===== config.mk =====
export PLATFORM = sky130hd
export DESIGN_NAME = tdm_demux
export DESIGN_NICKNAME = d
export VERILOG_FILES = /design/src/rtl/tdm_demux_pkg.sv /design/src/rtl/tdm_slot_counter.sv /design/src/rtl/tdm_demux.sv
export SDC_FILE = /design/constraint.sdc
export NUM_CORES = 1
export LEC_CHECK = 0
export CORE_MARGIN = 1
export CORE_UTILIZATION = 31
export CTS_CLUSTER_SIZE = 40
export DETAILED_ROUTE_END_ITERATION = 8
export PLACE_DENSITY_LB_ADDON = 0.15
export SYNTH_ARGS = -nofsm -noshare
export SYNTH_HDL_FRONTEND = slang
export SYNTH_HIERARCHICAL = 1
export SYNTH_SLANG_ARGS = --single-unit

===== constraint.sdc =====
create_clock -name clk -period 1.7 [get_ports clk]
set_clock_uncertainty 0.05 [all_clocks]
set_input_delay 0.17 -clock clk [delete_from_list [all_inputs] [get_ports clk]]
set_output_delay 0.17 -clock clk [all_outputs]
set_load 0.02 [all_outputs]

===== src/rtl/tdm_demux_pkg.sv =====
// Shared TDM framing constants, also used by the sending-side TDM block.
// Optional parity slot is enabled by defining TDM_PARITY_EN (undefined by default).
package tdm_demux_pkg;

  localparam int N_DEF  = 8;
  localparam int SW_DEF = 4;

  // Index of the final slot in a frame; the parity build adds one slot after the data.
  function automatic int slot_last(input int n);
`ifdef TDM_PARITY_EN
    return n;
`else
    return n - 1;
`endif
  endfunction

endpackage


===== src/rtl/tdm_slot_counter.sv =====
// Enable/sync/wrap slot counter shared by the TDM receiver and transmitter.
module tdm_slot_counter
  import tdm_demux_pkg::*;
#(
  parameter int SW   = SW_DEF,
  parameter int LAST = N_DEF - 1
) (
  input  logic          clk,
  input  logic          rst,
  input  logic          en,
  input  logic          sync,
  output logic [SW-1:0] cnt,
  output logic          last,
  output logic          trunc
);

  assign last  = (cnt == SW'(LAST));
  // A sync arriving anywhere but slot 0 cuts off a partial frame.
  assign trunc = sync && (cnt != '0);

  always_ff @(posedge clk) begin
    if (rst) begin
      cnt <= '0;
    end else if (en) begin
      if (sync)      cnt <= SW'(1);
      else if (last) cnt <= '0;
      else           cnt <= cnt + SW'(1);
    end
  end

endmodule


===== src/rtl/tdm_demux.sv =====
// Serial-to-parallel TDM demultiplexer: assembles slots into a frame word with a valid strobe.
// Define TDM_PARITY_EN for an extra even-parity slot per frame and a par_err flag.
module tdm_demux
  import tdm_demux_pkg::*;
#(
  parameter int N  = N_DEF,
  parameter int SW = SW_DEF
) (
  input  logic          clk,
  input  logic          rst,
  input  logic          en,
  input  logic          frame_sync,
  input  logic          i,
  output logic [SW-1:0] s,
  output logic [N-1:0]  o,
  output logic          valid,
  output logic          sync_err,
  output logic          par_err
);

  localparam int LAST = slot_last(N);

  logic [SW-1:0] cnt;
  logic          last;
  logic          trunc;
  logic [N-1:0]  shadow;

  tdm_slot_counter #(.SW(SW), .LAST(LAST)) u_cnt (
    .clk   (clk),
    .rst   (rst),
    .en    (en),
    .sync  (frame_sync),
    .cnt   (cnt),
    .last  (last),
    .trunc (trunc)
  );

  assign s = cnt;

  always_ff @(posedge clk) begin
    if (rst) begin
      shadow   <= '0;
      o        <= '0;
      valid    <= 1'b0;
      sync_err <= 1'b0;
`ifdef TDM_PARITY_EN
      par_err  <= 1'b0;
`endif
    end else begin
      valid    <= 1'b0;
      sync_err <= 1'b0;
      if (en) begin
        if (frame_sync) begin
          // Sync bit is slot 0 of the new frame; any partial frame is dropped.
          shadow   <= {{(N-1){1'b0}}, i};
          sync_err <= trunc;
        end else if (last) begin
          valid <= 1'b1;
`ifdef TDM_PARITY_EN
          o       <= shadow;
          par_err <= (^shadow) ^ i;
`else
          o        <= shadow;
          o[N-1]   <= i;
`endif
        end else begin
          for (int k = 0; k < N; k++)
            if (cnt == SW'(k)) shadow[k] <= i;
        end
      end
    end
  end

`ifndef TDM_PARITY_EN
  assign par_err = 1'b0;
`endif

endmodule


==> run metrics <==
CTS Root Cell=clkbuf_4; min Tclk post-route=1610 ps; Clock Latency Late Sink=300 ps; P_sw=203 uW; Total Routed Length=2270 um; crit path DAT=1390 ps; vias in the first global route=844; RSZ-0062 raised after global routing=false; Synth Net Count=114; antenna violations before repair=0; DRC Markers=0; outcome=finished clean; layout cells sized above 1=16.2%; largest family of logic cells by synthesized area=simple AND/OR/NAND/NOR gates; Crit. End Element=primary output; fmax=0.621 GHz; GRT Total Usage=14.3%; Tot Pwr=838 uW; CP max-delay cell=clkdlybuf4s50_1; clk buf depth=2; #FFs+latches synth=21; pin count of the biggest net entering global routing=16; Pint=635 uW; simple-gate share of the synthesized area=24.4%; Hold Path Class=reg -> reg; Synth area leader=dfxtp_1; CP max stage delay=640 ps; compound-cell area share of the yosys netlist=16.2%; Netlist Area Pre-Place=0.00106 mm^2; Post-CTS Hold Buffers=0; pwr dens=619 mW/mm^2; Net Sw Frac=24.2%; Initial Util=33.8%; Synth top cells by count=dfxtp_1, nor2_1, mux2i_1; Cell Rows=20; Post-CTS Repair Setup Buffers=0; CTS sink cnt=21; Iter 0 DRT Violations=44; mux share of post-synthesis cell area=8.46%; placed cell area=0.00130 mm^2; WP buf/inv=1; die area=0.00367 mm^2; die span in x=60.6 um; Design Area, Final=0.00136 mm^2; Antenna Violating Nets Remaining=0; WP data required=1480 ps; global-route wire length before repair=3810 um; Netlist cell types=39; FILL cells=337; P&R area growth vs syn=27.3%; core area=0.00315 mm^2; Die Span Y=60.6 um; H-tree depth=1; Startpoint Class=register; HPWL Detailed=1670 um; WL/cell=13.0 um; Syn. warnings=6; Setup violations, final=0; CP max FO=12; Clk pwr share=27.7%; layout net count=138; top-area cell type share of the netlist area=39.5%; sequential element share of the synthesized area=39.5%; DRT Pass-1 Iters=4; worst-case vdd ir drop=0.394 mV; Synth Area per Inst=9.95 um^2; Synth Instances=107; routability cong.=0.801; Top-Level Pins=20; Adder-Cell Fraction of Synth Area=2.35%; synth top area cells=dfxtp_1, mux2i_1, a32o_1, o211ai_1, nor2_1; Final Util=43.0%; most common cell in the netlist=dfxtp_1; Hold Fails Final Rpt=0; CP Cell Sequence=clkdlybuf4s50_1; GRT overflow=0; dominant synthesized flop cell=dfxtp_1; ANT cells=0; final setup TNS=0 ps; CTS buffer count=3; CTS tree=done; vias per cell=5.22; combinational share of power=12.6%; Top delay family on crit path=buffers and inverters; PortBufs=18; Seq pwr share=59.7%; routed vias=908; P_leak=0.000567 uW; Post-synth EDFFs=0; kind of critical path=reg -> out; fin crit share=94.8%; Worst-path clk slew=110 ps; post-synthesis xor/xnor area fraction=0%; ys async rst share=0%; Max Cap Viol=0; Slew Limit Fails=0
-- layout make-up --
class	instances	area [um^2]	area share, %
clock buffer	4	26.3	1.94
inverter	4	15.0	1.11
multi-input combinational	73	582	42.9
sequential	21	422	31.1
tap	44	55.1	4.06
timing repair buffer	28	255	18.8
-- cell usage in the layout (no fill, tap or decap), types with 2 or more instances in the layout --
master,synthesis,routed
nor4b_1,2,2
nor2_1,11,11
dlygate4sd2_1,0,2
nor3_1,2,2
o21ai_0,2,2
o211ai_1,6,6
dfxtp_1,21,20
nor3b_1,3,2
a21oi_1,2,2
and4bb_1,3,3
ha_1,2,2
buf_4,4,10
nand2_1,4,4
mux2i_1,9,9
a31oi_1,2,2
a32o_1,5,5
clkdlybuf4s50_1,0,15
nand3b_1,2,2
clkbuf_4,1,3
inv_1,4,4
-- registers in the layout, summed over array words and instances, names as in the netlist --
register / count
o: 8
shadow: 7
u_cnt/cnt: 4
sync_err: 1
valid: 1
-- worst paths after layout --
path | from | to | slack, ps | cells after the start
setup reg to reg | u_cnt/cnt[0]$_SDFFE_PP0P_ | shadow[1]$_SDFFE_PP0P_ | 90 | 5
setup / recovery | u_cnt/cnt[2]$_SDFFE_PP0P_ | s[2] | 90 | 1
hold / removal | shadow[0]$_SDFFE_PP0P_ | shadow[0]$_SDFFE_PP0P_ | 430 | 2
hold reg to reg | shadow[0]$_SDFFE_PP0P_ | shadow[0]$_SDFFE_PP0P_ | 430 | 2
-- metrics by stage --
stage / setup WS [ps] / hold slack (ps) / std cells
6_report: 88.4 / 427 / 174
5_1_grt: 0.849 / 482 / 174
4_1_cts: 14.2 / 433 / 174
3_5_place_dp: 33.8 / 415 / 170
3_3_place_gp: 42.2 / 405 / 170
2_1_floorplan: 67.0 / 189 / 107
-- routing by layer --
layer / part of all wire, % / vias to the layer above / routed length [um] / track usage [%]
met5: 0 / - / 0 / 0
li1: - / 444 / - / -
met4: 3.0 / 0 / 69 / 6.82
met3: 3.7 / 7 / 84 / 3.84
met1: 46 / 433 / 1040 / 17.3
met2: 47 / 24 / 1080 / 23.5
-- power groups by stage --
stage | clock [uW] | combinational [uW] | sequential (uW)
4_1_cts | 252 | 102 | 501
3_5_place_dp | 0 | 103 | 512
5_1_grt | 280 | 115 | 502
6_report | 233 | 105 | 500
2_1_floorplan | 0 | 57.9 | 518
3_3_place_gp | 0 | 102 | 511
-- timing repair --
| action | in CTS | in global routing |
|---|---|---|
| endpoints found under the setup margin | 6 | 6 |
| pin swaps | 0 | 1 |
| gates resized for setup | 4 | 4 |
-- cell families after synthesis --
logic type               Yosys count
other                              1
AND/OR/NAND/NOR                   39
adder cells (fa/ha/maj)            2
multiplexers                       9
buffers and inverters             13
AO/OA/AOI/OAI                     22
flip-flops                        21
No activity file was read; power rests on OpenSTA's default activity.
